**src/rtl/ram_byte_ctrl_if.sv**
```systemverilog
// Word request bus between the data cache (master) and the byte-wide RAM controller (slave).
// Signal suffixes are named from the controller's point of view.
interface ram_byte_ctrl_if;
   logic        req_ce_i;
   logic        req_we_i;
   logic [3:0]  req_sel_i;
   logic [31:0] req_addr_i;
   logic [31:0] req_data_i;
   logic [31:0] req_data_o;
   logic        req_ack_o;

   modport master (
      output req_ce_i,
      output req_we_i,
      output req_sel_i,
      output req_addr_i,
      output req_data_i,
      input  req_data_o,
      input  req_ack_o
   );

   modport slave (
      input  req_ce_i,
      input  req_we_i,
      input  req_sel_i,
      input  req_addr_i,
      input  req_data_i,
      output req_data_o,
      output req_ack_o
   );
endinterface

```
**src/rtl/ram_byte_ctrl.sv**
```systemverilog
// Serialises 32-bit cache requests onto a byte-wide synchronous SRAM, little-endian,
// one byte per cycle, and returns the assembled read word with a one-cycle ack.
module ram_byte_ctrl #(
   parameter int ADDR_W   = 17,
   parameter int READ_LAT = 1
) (
   input  logic              clk,
   input  logic              rst,
   ram_byte_ctrl_if.slave    req,
   output logic              busy_o,
   output logic [ADDR_W-1:0] ext_addr_o,
   output logic              ext_re_o,
   output logic              ext_we_o,
   output logic [7:0]        ext_data_o,
   input  logic [7:0]        ext_data_i
);

   typedef enum logic [2:0] {
      IDLE,
      WRITE,
      READ,
      WAIT,
      ACK
   } state_e;

   localparam logic [31:0] ADDR_KEEP = ((32'd1 << ADDR_W) - 32'd1) & ~32'd3;

   state_e            state_q, state_d;
   logic [1:0]        idx_q, idx_d;
   logic [1:0]        wait_q, wait_d;
   logic              we_q, we_d;
   logic [3:0]        sel_q, sel_d;
   logic [ADDR_W-3:0] word_addr_q, word_addr_d;
   logic [31:0]       wdata_q, wdata_d;
   logic [31:0]       asm_q, asm_d;
   logic [31:0]       rdata_q, rdata_d;
   logic [ADDR_W-1:0] ext_addr_q, ext_addr_d;
   logic [7:0]        ext_data_q, ext_data_d;
   logic              ext_re_q, ext_re_d;
   logic              ext_we_q, ext_we_d;
   logic [READ_LAT-1:0] pipe_vld_q, pipe_vld_d;
   logic [1:0]        pipe_idx_q [READ_LAT];
   logic [1:0]        pipe_idx_d [READ_LAT];
   logic [31:0]       asm_now;
   logic [1:0]        nxt_idx;
   logic              unused_addr_bits;

   assign unused_addr_bits = ^(req.req_addr_i & ~ADDR_KEEP);

   // Each issued read byte travels down a READ_LAT-deep tag pipe; when it pops out,
   // ext_data_i belongs to that byte and is merged into the assembly word.
   always_comb begin
      asm_now = asm_q;
      if (pipe_vld_q[READ_LAT-1]) begin
         asm_now[8*pipe_idx_q[READ_LAT-1] +: 8] = ext_data_i;
      end
      pipe_vld_d    = '0;
      pipe_idx_d    = pipe_idx_q;
      pipe_vld_d[0] = ext_re_q;
      pipe_idx_d[0] = idx_q;
      for (int k = 1; k < READ_LAT; k++) begin
         pipe_vld_d[k] = pipe_vld_q[k-1];
         pipe_idx_d[k] = pipe_idx_q[k-1];
      end
   end

   // The ext_* registers are loaded one cycle ahead, so each WRITE/READ cycle
   // presents the byte that the state register says is current.
   always_comb begin
      state_d     = state_q;
      idx_d       = idx_q;
      wait_d      = wait_q;
      we_d        = we_q;
      sel_d       = sel_q;
      word_addr_d = word_addr_q;
      wdata_d     = wdata_q;
      asm_d       = asm_now;
      rdata_d     = rdata_q;
      ext_addr_d  = ext_addr_q;
      ext_data_d  = ext_data_q;
      ext_re_d    = 1'b0;
      ext_we_d    = 1'b0;
      nxt_idx     = idx_q + 2'd1;

      case (state_q)
         IDLE: begin
            if (req.req_ce_i) begin
               we_d        = req.req_we_i;
               sel_d       = req.req_sel_i;
               word_addr_d = req.req_addr_i[ADDR_W-1:2];
               wdata_d     = req.req_data_i;
               idx_d       = 2'd0;
               ext_addr_d  = {req.req_addr_i[ADDR_W-1:2], 2'b00};
               if (req.req_we_i) begin
                  state_d    = WRITE;
                  ext_data_d = req.req_data_i[7:0];
                  ext_we_d   = req.req_sel_i[0];
               end else begin
                  state_d  = READ;
                  ext_re_d = 1'b1;
               end
            end
         end

         WRITE: begin
            if (idx_q == 2'd3) begin
               state_d = ACK;
            end else begin
               idx_d      = nxt_idx;
               ext_addr_d = {word_addr_q, nxt_idx};
               ext_data_d = wdata_q[8*nxt_idx +: 8];
               ext_we_d   = sel_q[nxt_idx];
            end
         end

         READ: begin
            if (idx_q == 2'd3) begin
               if (READ_LAT == 1) begin
                  state_d = ACK;
               end else begin
                  state_d = WAIT;
                  wait_d  = 2'(READ_LAT - 2);
               end
            end else begin
               idx_d      = nxt_idx;
               ext_addr_d = {word_addr_q, nxt_idx};
               ext_re_d   = 1'b1;
            end
         end

         WAIT: begin
            if (wait_q == 2'd0) begin
               state_d = ACK;
            end else begin
               wait_d = wait_q - 2'd1;
            end
         end

         ACK: begin
            state_d = IDLE;
            if (!we_q) begin
               rdata_d = asm_now;
            end
         end

         default: begin
            state_d = IDLE;
         end
      endcase
   end

   always_ff @(posedge clk) begin
      if (rst) begin
         state_q     <= IDLE;
         idx_q       <= '0;
         wait_q      <= '0;
         we_q        <= 1'b0;
         sel_q       <= '0;
         word_addr_q <= '0;
         wdata_q     <= '0;
         asm_q       <= '0;
         rdata_q     <= '0;
         ext_addr_q  <= '0;
         ext_data_q  <= '0;
         ext_re_q    <= 1'b0;
         ext_we_q    <= 1'b0;
         pipe_vld_q  <= '0;
         pipe_idx_q  <= '{default: 2'b00};
      end else begin
         state_q     <= state_d;
         idx_q       <= idx_d;
         wait_q      <= wait_d;
         we_q        <= we_d;
         sel_q       <= sel_d;
         word_addr_q <= word_addr_d;
         wdata_q     <= wdata_d;
         asm_q       <= asm_d;
         rdata_q     <= rdata_d;
         ext_addr_q  <= ext_addr_d;
         ext_data_q  <= ext_data_d;
         ext_re_q    <= ext_re_d;
         ext_we_q    <= ext_we_d;
         pipe_vld_q  <= pipe_vld_d;
         pipe_idx_q  <= pipe_idx_d;
      end
   end

   // Byte 3 of a read arrives in the ACK cycle itself, so it bypasses straight to the bus.
   assign req.req_data_o = (state_q == ACK && !we_q) ? asm_now : rdata_q;
   assign req.req_ack_o  = (state_q == ACK);
   assign busy_o         = (state_q != IDLE);
   assign ext_addr_o     = ext_addr_q;
   assign ext_data_o     = ext_data_q;
   assign ext_re_o       = ext_re_q;
   assign ext_we_o       = ext_we_q;

endmodule

```
**src/flat_wrapper.sv**
```systemverilog
// flat-port wrapper written by rule: the top's interface ports become plain ports
module ram_byte_ctrl_flat 
#(
   parameter int ADDR_W   = 17,
   parameter int READ_LAT = 1
)
  (clk, rst, busy_o, ext_addr_o, ext_re_o, ext_we_o, ext_data_o, ext_data_i, req_req_ce_i, req_req_we_i, req_req_sel_i, req_req_addr_i, req_req_data_i, req_req_data_o, req_req_ack_o);
  ram_byte_ctrl_if req_i ();
  input  logic clk;
  input  logic rst;
  output logic busy_o;
  output logic [ADDR_W-1:0] ext_addr_o;
  output logic ext_re_o;
  output logic ext_we_o;
  output logic [7:0] ext_data_o;
  input  logic [7:0] ext_data_i;
  input wire logic [$bits(req_i.req_ce_i)-1:0] req_req_ce_i;
  input wire logic [$bits(req_i.req_we_i)-1:0] req_req_we_i;
  input wire logic [$bits(req_i.req_sel_i)-1:0] req_req_sel_i;
  input wire logic [$bits(req_i.req_addr_i)-1:0] req_req_addr_i;
  input wire logic [$bits(req_i.req_data_i)-1:0] req_req_data_i;
  output wire logic [$bits(req_i.req_data_o)-1:0] req_req_data_o;
  output wire logic [$bits(req_i.req_ack_o)-1:0] req_req_ack_o;
  assign req_i.req_ce_i = req_req_ce_i;
  assign req_i.req_we_i = req_req_we_i;
  assign req_i.req_sel_i = req_req_sel_i;
  assign req_i.req_addr_i = req_req_addr_i;
  assign req_i.req_data_i = req_req_data_i;
  assign req_req_data_o = req_i.req_data_o;
  assign req_req_ack_o = req_i.req_ack_o;
  ram_byte_ctrl #(.ADDR_W(ADDR_W), .READ_LAT(READ_LAT)) u_core (.clk(clk), .rst(rst), .req(req_i), .busy_o(busy_o), .ext_addr_o(ext_addr_o), .ext_re_o(ext_re_o), .ext_we_o(ext_we_o), .ext_data_o(ext_data_o), .ext_data_i(ext_data_i));
endmodule
```
**config.mk**
```make
export PLATFORM = sky130hd
export DESIGN_NAME = ram_byte_ctrl_flat
export DESIGN_NICKNAME = d
export VERILOG_FILES = /design/src/rtl/ram_byte_ctrl_if.sv /design/src/rtl/ram_byte_ctrl.sv /design/src/flat_wrapper.sv
export SDC_FILE = /design/constraint.sdc
export NUM_CORES = 1
export LEC_CHECK = 0
export CAP_MARGIN = 15
export CELL_PAD_IN_SITES_DETAIL_PLACEMENT = 2
export CELL_PAD_IN_SITES_GLOBAL_PLACEMENT = 2
export CORE_ASPECT_RATIO = 1.75
export CORE_MARGIN = 5
export CORE_UTILIZATION = 30
export DETAILED_ROUTE_END_ITERATION = 8
export GPL_ROUTABILITY_DRIVEN = 0
export PLACE_DENSITY_LB_ADDON = 0.1
export SYNTH_ARGS = -nofsm -noshare
export SYNTH_HDL_FRONTEND = slang
export SYNTH_SLANG_ARGS = --single-unit
```
**constraint.sdc**
```tcl
create_clock -name clk -period 2.27 [get_ports clk]
set_input_delay 0.227 -clock clk [delete_from_list [all_inputs] [get_ports clk]]
set_output_delay 0.227 -clock clk [all_outputs]
set_load 0.05 [all_outputs]
```
* Word-level counts from Yosys, hierarchy flattened
Cells that the tools add are included.
Storage, ports and cells: register bits 153, bits of input ports 80, output and inout port bits 61, logic and storage cells 77
Cells by class: $add $sub $neg 3, order comparisons 1, eq/ne operators 11, shift-type cells 3, muxes and demuxes 28, bitwise operators 2, reductions and logical operators 14
Operators by type and width (count):
- 32-bit two-way mux | 2
- 17-bit two-way mux | 2
- 5-bit negator with 34-bit output | 1
- 17-bit one-hot mux with 2 select lines | 1
- 8-bit by 34-bit variable shift with 32-bit output (first input constant) | 1
- 8-bit by 34-bit indexed part select with 32-bit output | 1
- 32-bit bitwise mux | 1
- 32-bit by 6-bit indexed part select with 8-bit output | 1
- 8-bit two-way mux | 3
- 8-bit one-hot mux with 2 select lines | 1
- 3-bit two-way mux | 3
- 3-bit one-hot mux with 3 select lines | 1
- 2-bit inequality test (second input constant) | 4
- 1-bit two-way mux | 7
- 3-bit by 2-bit equality test with 1-bit output (second input constant) | 2
- 2-bit two-way mux | 3
- 2-bit AND reduction | 3
- 3-bit AND reduction | 2
- 2-bit by 1-bit inequality test with 1-bit output (second input constant) | 2
- 1-bit one-hot mux with 2 select lines | 2
- 2-bit one-hot mux with 2 select lines | 1
- 4-bit AND reduction | 1
- 2-bit nonzero test | 2
- 3-bit by 1-bit equality test with 1-bit output (second input constant) | 1
- 13 further kinds | 14

* Longest topological paths before layout
Gate-level depths: netlist of run 1.
word-level depth 5, mapped depth 7

* Worst setup path before layout of run 1
Ideal clock, no wire load.
kind reg-to-reg, start register u_core.pipe_idx_q[0] in the netlist's numbering, end register u_core.rdata_q[27], data arrival time 2.465 ns, slack -0.262 ns, cell stages (with the launch flop) 7, path buffers 0, clock period less this slack 2.532 ns, cells stage by stage dfxtp_1 inv_1 ha_1 nor3b_2 a31oi_1 a21oi_1 nor2b_1
On the way: cells in the longest elaborated chain, start to end 4
Ends and longest elaborated chain:
- start: declaration | RTL line ram_byte_ctrl.sv:42 | logic [1:0] pipe_idx_q [READ_LAT];
- start signal: assignment | RTL line ram_byte_ctrl.sv:184 | pipe_idx_q <= pipe_idx_d;
- 5-bit negator with 34-bit output * | RTL line ram_byte_ctrl.sv:55 | asm_now[8*pipe_idx_q[READ_LAT-1] +: 8] = ext_data_i;
- 8-bit by 34-bit indexed part select with 32-bit output / 8-bit by 34-bit variable shift with 32-bit output (equally long branches) | RTL line ram_byte_ctrl.sv:55
- 32-bit bitwise mux * | RTL line ram_byte_ctrl.sv:55
- 32-bit two-way mux * | RTL line ram_byte_ctrl.sv:54 | if (pipe_vld_q[READ_LAT-1]) begin
- end signal: assignment | RTL line ram_byte_ctrl.sv:178 | rdata_q <= rdata_d;
- end: declaration | RTL line ram_byte_ctrl.sv:36 | logic [31:0] rdata_q, rdata_d;
Mark *: on every way between the ends. The rest lies on a longest branch, timed or not. A chain may end at the register's enable or synchronous reset.

* Worst setup path after layout of run 1
start register u_core.pipe_idx_q[1] in the netlist's numbering, end output req_req_data_o[22]
On the way: cells in the longest elaborated chain, start to end 5
Ends and longest elaborated chain:
- 5-bit negator with 34-bit output * | RTL line ram_byte_ctrl.sv:55
- 8-bit by 34-bit indexed part select with 32-bit output / 8-bit by 34-bit variable shift with 32-bit output (equally long branches) | RTL line ram_byte_ctrl.sv:55
- 32-bit bitwise mux * | RTL line ram_byte_ctrl.sv:55
- 32-bit two-way mux * | RTL line ram_byte_ctrl.sv:54
- 32-bit two-way mux * | RTL line ram_byte_ctrl.sv:189 | assign req.req_data_o = (state_q == ACK && !we_q) ? asm_now : rdata_q;
- end: declaration | RTL line flat_wrapper.sv:22 | output wire logic [$bits(req_i.req_data_o)-1:0] req_req_data_o;
Marks and branches as above.

==> results of run 1 <==
-- area by class of cell --
cell class	count	area, µm²
Fill cell	2136	11010
Multi-Input combinational cell	473	3221
Sequential cell	151	3025
Timing Repair Buffer	170	2022
Clock buffer	26	499.2
Tap cell	248	310.3
Clock inverter	3	90.09
Inverter	6	25.02
-- repair_timing --
| item | 4_1_cts | 5_1_grt |
|---|---|---|
| setup buffers | 7 | 6 |
| resized for setup | 44 | 18 |
| pin swaps | 33 | 18 |
| setup endpoints to repair | 32 | 31 |
| gates cloned | 1 | 0 |
-- layer usage --
layer / GRT usage (%) / vias up / share of wire (%)
met5: 0 / - / 0
met4: 8.078 / 0 / 3.2
met3: 4.523 / 35 / 3.7
met2: 35.29 / 119 / 56
met1: 18.37 / 2685 / 37
li1: - / 2621 / -
-- logic make-up (layout without fill, tap and decap cells) --
kind of cell | count (synthesis) | in the layout | synth area share, %
AO/OA/AOI/OAI | 172 | 172 | 18.66
adder cells (fa/ha/maj) | 7 | 7 | 1.430
multiplexers | 27 | 27 | 6.252
flip-flops | 151 | 151 | 49.37
buffers and inverters | 58 | 205 | 4.638
AND/OR/NAND/NOR | 265 | 265 | 19.25
XOR/XNOR | 2 | 2 | 0.4088
-- cell usage in the layout, fill, tap and decap left out, types with 2 or more instances in the layout --
master / instances
ha_1: 4
a211oi_2: 10
ha_2: 2
nand2_2: 2
a21oi_4: 5
clkdlybuf4s50_1: 87
nand3b_1: 2
mux2i_1: 18
a32oi_1: 3
a32oi_2: 4
nand3_1: 3
buf_4: 39
a22oi_2: 15
mux4_2: 9
nand2b_1: 2
bufinv_16: 3
nor2_1: 95
a31oi_2: 6
dfxtp_2: 2
a21oi_1: 55
a21oi_2: 28
nor4b_4: 2
nand2_1: 123
a211oi_1: 23
nor2b_1: 23
clkbuf_16: 17
dfxtp_1: 149
clkbuf_8: 4
buf_6: 4
o21ai_0: 2
a311oi_1: 8
a32oi_4: 2
nor3_1: 2
clkbuf_1: 5
buf_12: 39
inv_1: 4
a21boi_1: 6
-- flip-flops by register name (all words and copies together) (netlist names) --
signal / flops
u_core.asm_q: 32
u_core.ext_addr_o: 17
u_core.ext_data_o: 8
u_core.ext_re_o: 1
u_core.ext_we_o: 1
u_core.pipe_idx_q: 2
u_core.pipe_vld_q: 1
u_core.rdata_q: 32
u_core.sel_q: 4
u_core.state_q: 3
u_core.wait_q: 2
u_core.wdata_q: 32
u_core.we_q: 1
u_core.word_addr_q: 15
-- metrics by stage --
stage	hold WS, ns	TNS (ns)	instance area, µm²
floorplan	0.3630	0	6240
global placement	0.4415	0	8169
detailed placement	0.4541	0	8169
CTS	0.2106	-1.190	9046
global route	0.2370	-3.113	9193
finish	0.2294	-0.4523	9193
-- final timing paths --
check,start,endpoint,slack [ns],depth (start not counted)
max,u_core.pipe_idx_q[1]$_SDFF_PP0_,req_req_data_o[22],-0.06,7
min,rst,u_core.word_addr_q[6]$_SDFFE_PP0P_,0.23,2
max reg2reg,u_core.pipe_idx_q[0]$_SDFF_PP0_,u_core.rdata_q[27]$_SDFFE_PP0N_,0.34,9
min reg2reg,u_core.sel_q[0]$_SDFFE_PP0P_,u_core.sel_q[0]$_SDFFE_PP0P_,0.46,2
-- power by group through the flow --
stage | Sequential [µW] | Combinational (µW) | Clock (µW)
floorplan | 3120 | 577 | 0
global placement | 2920 | 1230 | 0
detailed placement | 2930 | 1270 | 0
CTS | 2880 | 1300 | 2980
global route | 2890 | 1370 | 3090
finish | 2880 | 1280 | 2890
==> run metrics, run 1 <==
Initial Util=30.31%; Post-synth top cells=dfxtp_1, nand2_1, nor2_1; clk buf depth=2; most common cell in the netlist=dfxtp_1; die area=23480 µm²; Vias=5460; clock slew at reported path FFs=0.06 ns; Synth top area share=49.37%; Bufs and invs on worst path=3; clk root buf=clkbuf_16; Post-Synthesis Cells=682; Final Setup Violations=17; maxcap violations=0; Post-synth EDFFs=0; CP Launch Type=flip-flop; WS Path Type=flip-flop to output pin; Tightest Hold Check Type=input pin to flip-flop; synth warn=0; Tcrit/Tclk final=102.5%; HPWL Detailed=14350 µm; largest net degree at the start of global routing=69; Final Routed Wirelength=21280 µm; worst-path maximum fanout=8; CTS tree=done; Nets=906; Antenna Violating Nets Remaining=0; detailed router's first-iteration violation count=214; post-DR wirelength/cell=19.76 µm; fin crit period=2.327 ns; Initial DRT Pass Iterations=4; H-tree Lvls=4; Post-synth ARST share=0%; first-pass GRT wire length=33920 µm; RSZ-0062 raised after global routing=true; Max Clock Skew=0.006079 ns; Slowest Stage Delay on Critical Path=0.35 ns; cell area after synthesis=6123 µm²; initial antenna violation count=0; outcome=finished with violations; IR drop worst, VDD=0.4367 mV; final setup margin=-0.05709 ns; number of CTS-inserted buffers=17; Placed Cells=1034; crit path cell chain=inv_2 -> ha_2 -> nor4bb_4 -> buf_6 -> a32oi_2 -> a21oi_2 -> buf_12; Distinct cells, synth=40; # clock sinks=151; area grow syn2layout=50.12%; #FFs+latches synth=151; hold_buf cts=0; Seq/Total Area, Yosys=49.37%; pwr/cell area=766.6 nW/µm²; overall power=7047 µW; Post-Route Utilization=45.50%; gr ovfl total=0; failing checks=negative setup slack; max frequency=0.4297 GHz; Slew @ Worst Pin=0.5742 ns; drt drc=0; Die Y=199.0 µm; Relative slew margins=61.55%; Crit path max-delay family=buffers and inverters; Worst setup EP type=output pin; Net Count, Synth=769; Worst EP required=2.04 ns; ys flop type=dfxtp_1; Critical-path top delay cell=dfxtp_2; fin cells=1077; I/O Buffers=123; Inserted Diodes=0; row cnt=69; Power Internal=5139 µW; Top-Level Pins=141; Switching Share=27.07%; Gate power share=18.2%; CP arrival=2.10 ns; Mapped Avg Cell Area=8.979 µm²; Die Width=118.0 µm; Core ar.=20200 µm²; Seq pwr share=40.8%; Area contributors post-synth=dfxtp_1, nand2_1, a21oi_1; DR vias/cell=5.070; share of cells above drive strength 1=25.09%; later-pin clock latency in the skew report=0.42 ns; Hold Vio Cnt, Final=0; max-slew violations=0; Synth area leader=dfxtp_1; vias in the first global route=6297; Post-Place Worst Slack=0.1444 ns; total net switching power=1908 µW; clock share of power=41.0%; GRT Util Overall=18.30%; Pleak=0.003290 µW
No activity file was read; power rests on OpenSTA's default activity.
==> inputs of run 2 (changes only) <==
--- a/config.mk
+++ b/config.mk
@@ -9,8 +9,9 @@
 export CELL_PAD_IN_SITES_DETAIL_PLACEMENT = 2
 export CELL_PAD_IN_SITES_GLOBAL_PLACEMENT = 2
 export CORE_ASPECT_RATIO = 1.75
-export CORE_MARGIN = 5
-export CORE_UTILIZATION = 30
+export CORE_MARGIN = 4
+export CORE_UTILIZATION = 31
+export CTS_BUF_LIST = sky130_fd_sc_hd__clkbuf_2
 export DETAILED_ROUTE_END_ITERATION = 8
 export GPL_ROUTABILITY_DRIVEN = 0
 export PLACE_DENSITY_LB_ADDON = 0.1
==> run 2 against run 1 <==
  * The run still ends with negative setup slack left
  * Core utilization is 4.3 points higher
  * Non-clock buffer count is 62 higher
  * Setup slack worse by 0.41 ns
  * Final cell count is 5.7% higher
  * Critical path type unchanged
  * Largest cell class unchanged
  * Largest power group is now registers
==> run metrics, run 2 (synthesis gave the netlist of run 1 again) <==
outcome=finished with violations (unchanged); failing checks=negative setup slack (unchanged); GRT Util Overall=21.73% (was 18.30%); DR vias/cell=5.096 (was 5.070); CP Launch Type=flip-flop (unchanged); Slowest Stage Delay on Critical Path=0.43 ns (was 0.35 ns); Initial DRT Pass Iterations=4 (unchanged); first-pass GRT wire length=37580 µm (was 33920 µm); clk root buf=clkbuf_2 (was clkbuf_16); Tcrit/Tclk final=120.5% (was 102.5%); post-DR wirelength/cell=20.90 µm (was 19.76 µm); later-pin clock latency in the skew report=0.77 ns (was 0.42 ns); Worst EP required=2.04 ns (about the same); max-slew violations=0 (unchanged); gr ovfl total=0 (unchanged); met1 wire length=8437 µm (was 7912 µm); Antenna Violating Nets Remaining=0 (unchanged); initial antenna violation count=1 (was 0); max frequency=0.3657 GHz (was 0.4297 GHz); fin crit period=2.734 ns (was 2.327 ns); detailed router's first-iteration violation count=143 (was 214); area grow syn2layout=56.72% (was 50.12%); clk buf depth=2 (unchanged); RSZ-0062 raised after global routing=true (unchanged); uppermost layer routed=met4 (unchanged); row cnt=67 (was 69); commonest non-fill, non-tap cell in the layout=dfxtp_1 (unchanged); DR WL met3=681 µm (was 781 µm); Initial Util=31.76% (was 30.31%); I/O Buffers=123 (unchanged); Slew @ Worst Pin=0.6012 ns (was 0.5742 ns); Register Area=3033 µm² (was 3025 µm²); CP arrival=2.51 ns (was 2.10 ns); Hold Vio Cnt, Final=0 (unchanged); die area=22150 µm² (was 23480 µm²); final hold slack=0.1092 ns (was 0.2294 ns); Top-Level Pins=141 (unchanged); fillers=1986 (was 2136); Vias=5799 (was 5460); pwr/cell area=594.2 nW/µm² (was 766.6 nW/µm²); Max Clock Skew=0.03427 ns (was 0.006079 ns); Nets=969 (was 906); WS Path Type=flip-flop to output pin (unchanged); Critical-path top delay cell=dfxtp_4 (was dfxtp_2); Tightest Hold Check Type=input pin to flip-flop (unchanged); worst-path maximum fanout=8 (unchanged); clock slew at reported path FFs=0.20 ns (was 0.06 ns); final setup margin=-0.4642 ns (was -0.05709 ns); Pleak=0.003522 µW (was 0.003290 µW); met2 WL=13780 µm (was 11910 µm); multi-input logic area=3372 µm² (was 3221 µm²); Worst setup EP type=output pin (unchanged); Post-Place Worst Slack=0.1318 ns (was 0.1444 ns); largest net degree at the start of global routing=56 (was 69); maxcap violations=0 (unchanged); drt drc=0 (unchanged); Final Setup Violations=32 (was 17); H-tree Lvls=4 (unchanged); most frequent cells in the layout=dfxtp_1, nand2_1, nor2_1 (unchanged); number of CTS-inserted buffers=17 (unchanged); IR drop worst, VDD=0.3424 mV (was 0.4367 mV); crit path cell chain=inv_6 -> ha_4 -> nor3b_4 -> buf_6 -> buf_4 -> a31oi_4 -> a21oi_2 -> buf_12 (was inv_2 -> ha_2 -> nor4bb_4 -> buf_6 -> a32oi_2 -> a21oi_2 -> buf_12); Die Y=193.9 µm (was 199.0 µm); share of cells above drive strength 1=26.82% (was 25.09%); setup TNS=-12.54 ns (was -0.4523 ns); vias in the first global route=6790 (was 6297); Relative slew margins=59.92% (was 61.55%); Largest regs=u_core.asm_q x32, u_core.rdata_q x32, u_core.wdata_q x32 (unchanged); HPWL Detailed=14150 µm (was 14350 µm); Final Routed Wirelength=23790 µm (was 21280 µm); Die Width=114.2 µm (was 118.0 µm); CTS tree=done (unchanged); Core ar.=19280 µm² (was 20200 µm²); # clock sinks=151 (unchanged)
## run 2: changes by cell type in the layout (fill, tap and decap cells not counted), moves of 5 or more
cell	before	now
clkbuf_2	0	20
clkbuf_16	17	0
clkdlybuf4s50_1	87	62
dlygate4sd3_1	0	51
clkbuf_1	5	0
dlygate4sd2_1	0	25
buf_6	4	9
## run 2: worst paths after layout
path / from / to / slack [ns] / depth (start not counted)
worst max-delay path: u_core.pipe_idx_q[1]$_SDFF_PP0_ / req_req_data_o[30] / -0.46 / 8
worst min-delay path: req_req_data_i[4] / u_core.wdata_q[4]$_SDFFE_PP0P_ / 0.11 / 3
worst min register to register: u_core.wdata_q[7]$_SDFFE_PP0P_ / u_core.wdata_q[7]$_SDFFE_PP0P_ / 0.47 / 2
worst max register to register: u_core.pipe_idx_q[1]$_SDFF_PP0_ / u_core.rdata_q[25]$_SDFFE_PP0N_ / 0.38 / 9
## run 2: worst max-delay path: cells and delay by family (launching register included)
family	cells	cell delay (ns)
adder cells (fa/ha/maj)	1	0.26
AO/OA/AOI/OAI	2	0.34
buffers and inverters	4	0.54
flip-flops	1	0.43
AND/OR/NAND/NOR	1	0.18
## run 2: where the power goes
group          internal (µW)  total [µW]  switching, µW
registers               2800        2880           81.8
logic                    550        1360            807
clock network            495        1470            971
total                   3840        5700           1860
## run 2: through the flow
step	power, µW	cell area (µm²)	cells	util (%)
floorplan	3698	6240	682	-
global placement	4153	8130	1023	42.17
detailed placement	4201	8130	1023	42.17
CTS	5758	9353	1124	48.51
global route	6016	9594	1137	49.76
finish	5703	9597	1138	49.77
## run 2: area by class of cell
type / count / share of cell area [%]
Antenna cell: 2 / 0.05215
Clock buffer: 20 / 1.043
Clock inverter: 12 / 1.147
Inverter: 6 / 0.3129
Multi-Input combinational cell: 474 / 35.14
Sequential cell: 151 / 31.60
Tap cell: 241 / 3.142
Timing Repair Buffer: 232 / 27.56
## run 2: what timing repair did
action	CTS	global route
endpoints found under the hold margin	91	0
buffers inserted	16	12
hold buffers	51	0
cloned	2	1
gates resized for setup	100	33
endpoints found under the setup margin	59	34
pin swaps	43	31
## run 2: metal layers
| metal | vias to the layer above | track usage [%] |
|---|---|---|
| li1 | 2752 | - |
| met1 | 2874 | 22.17 |
| met2 | 131 | 42.03 |
| met3 | 42 | 3.779 |
| met4 | 0 | 9.071 |
| met5 | - | 0 |
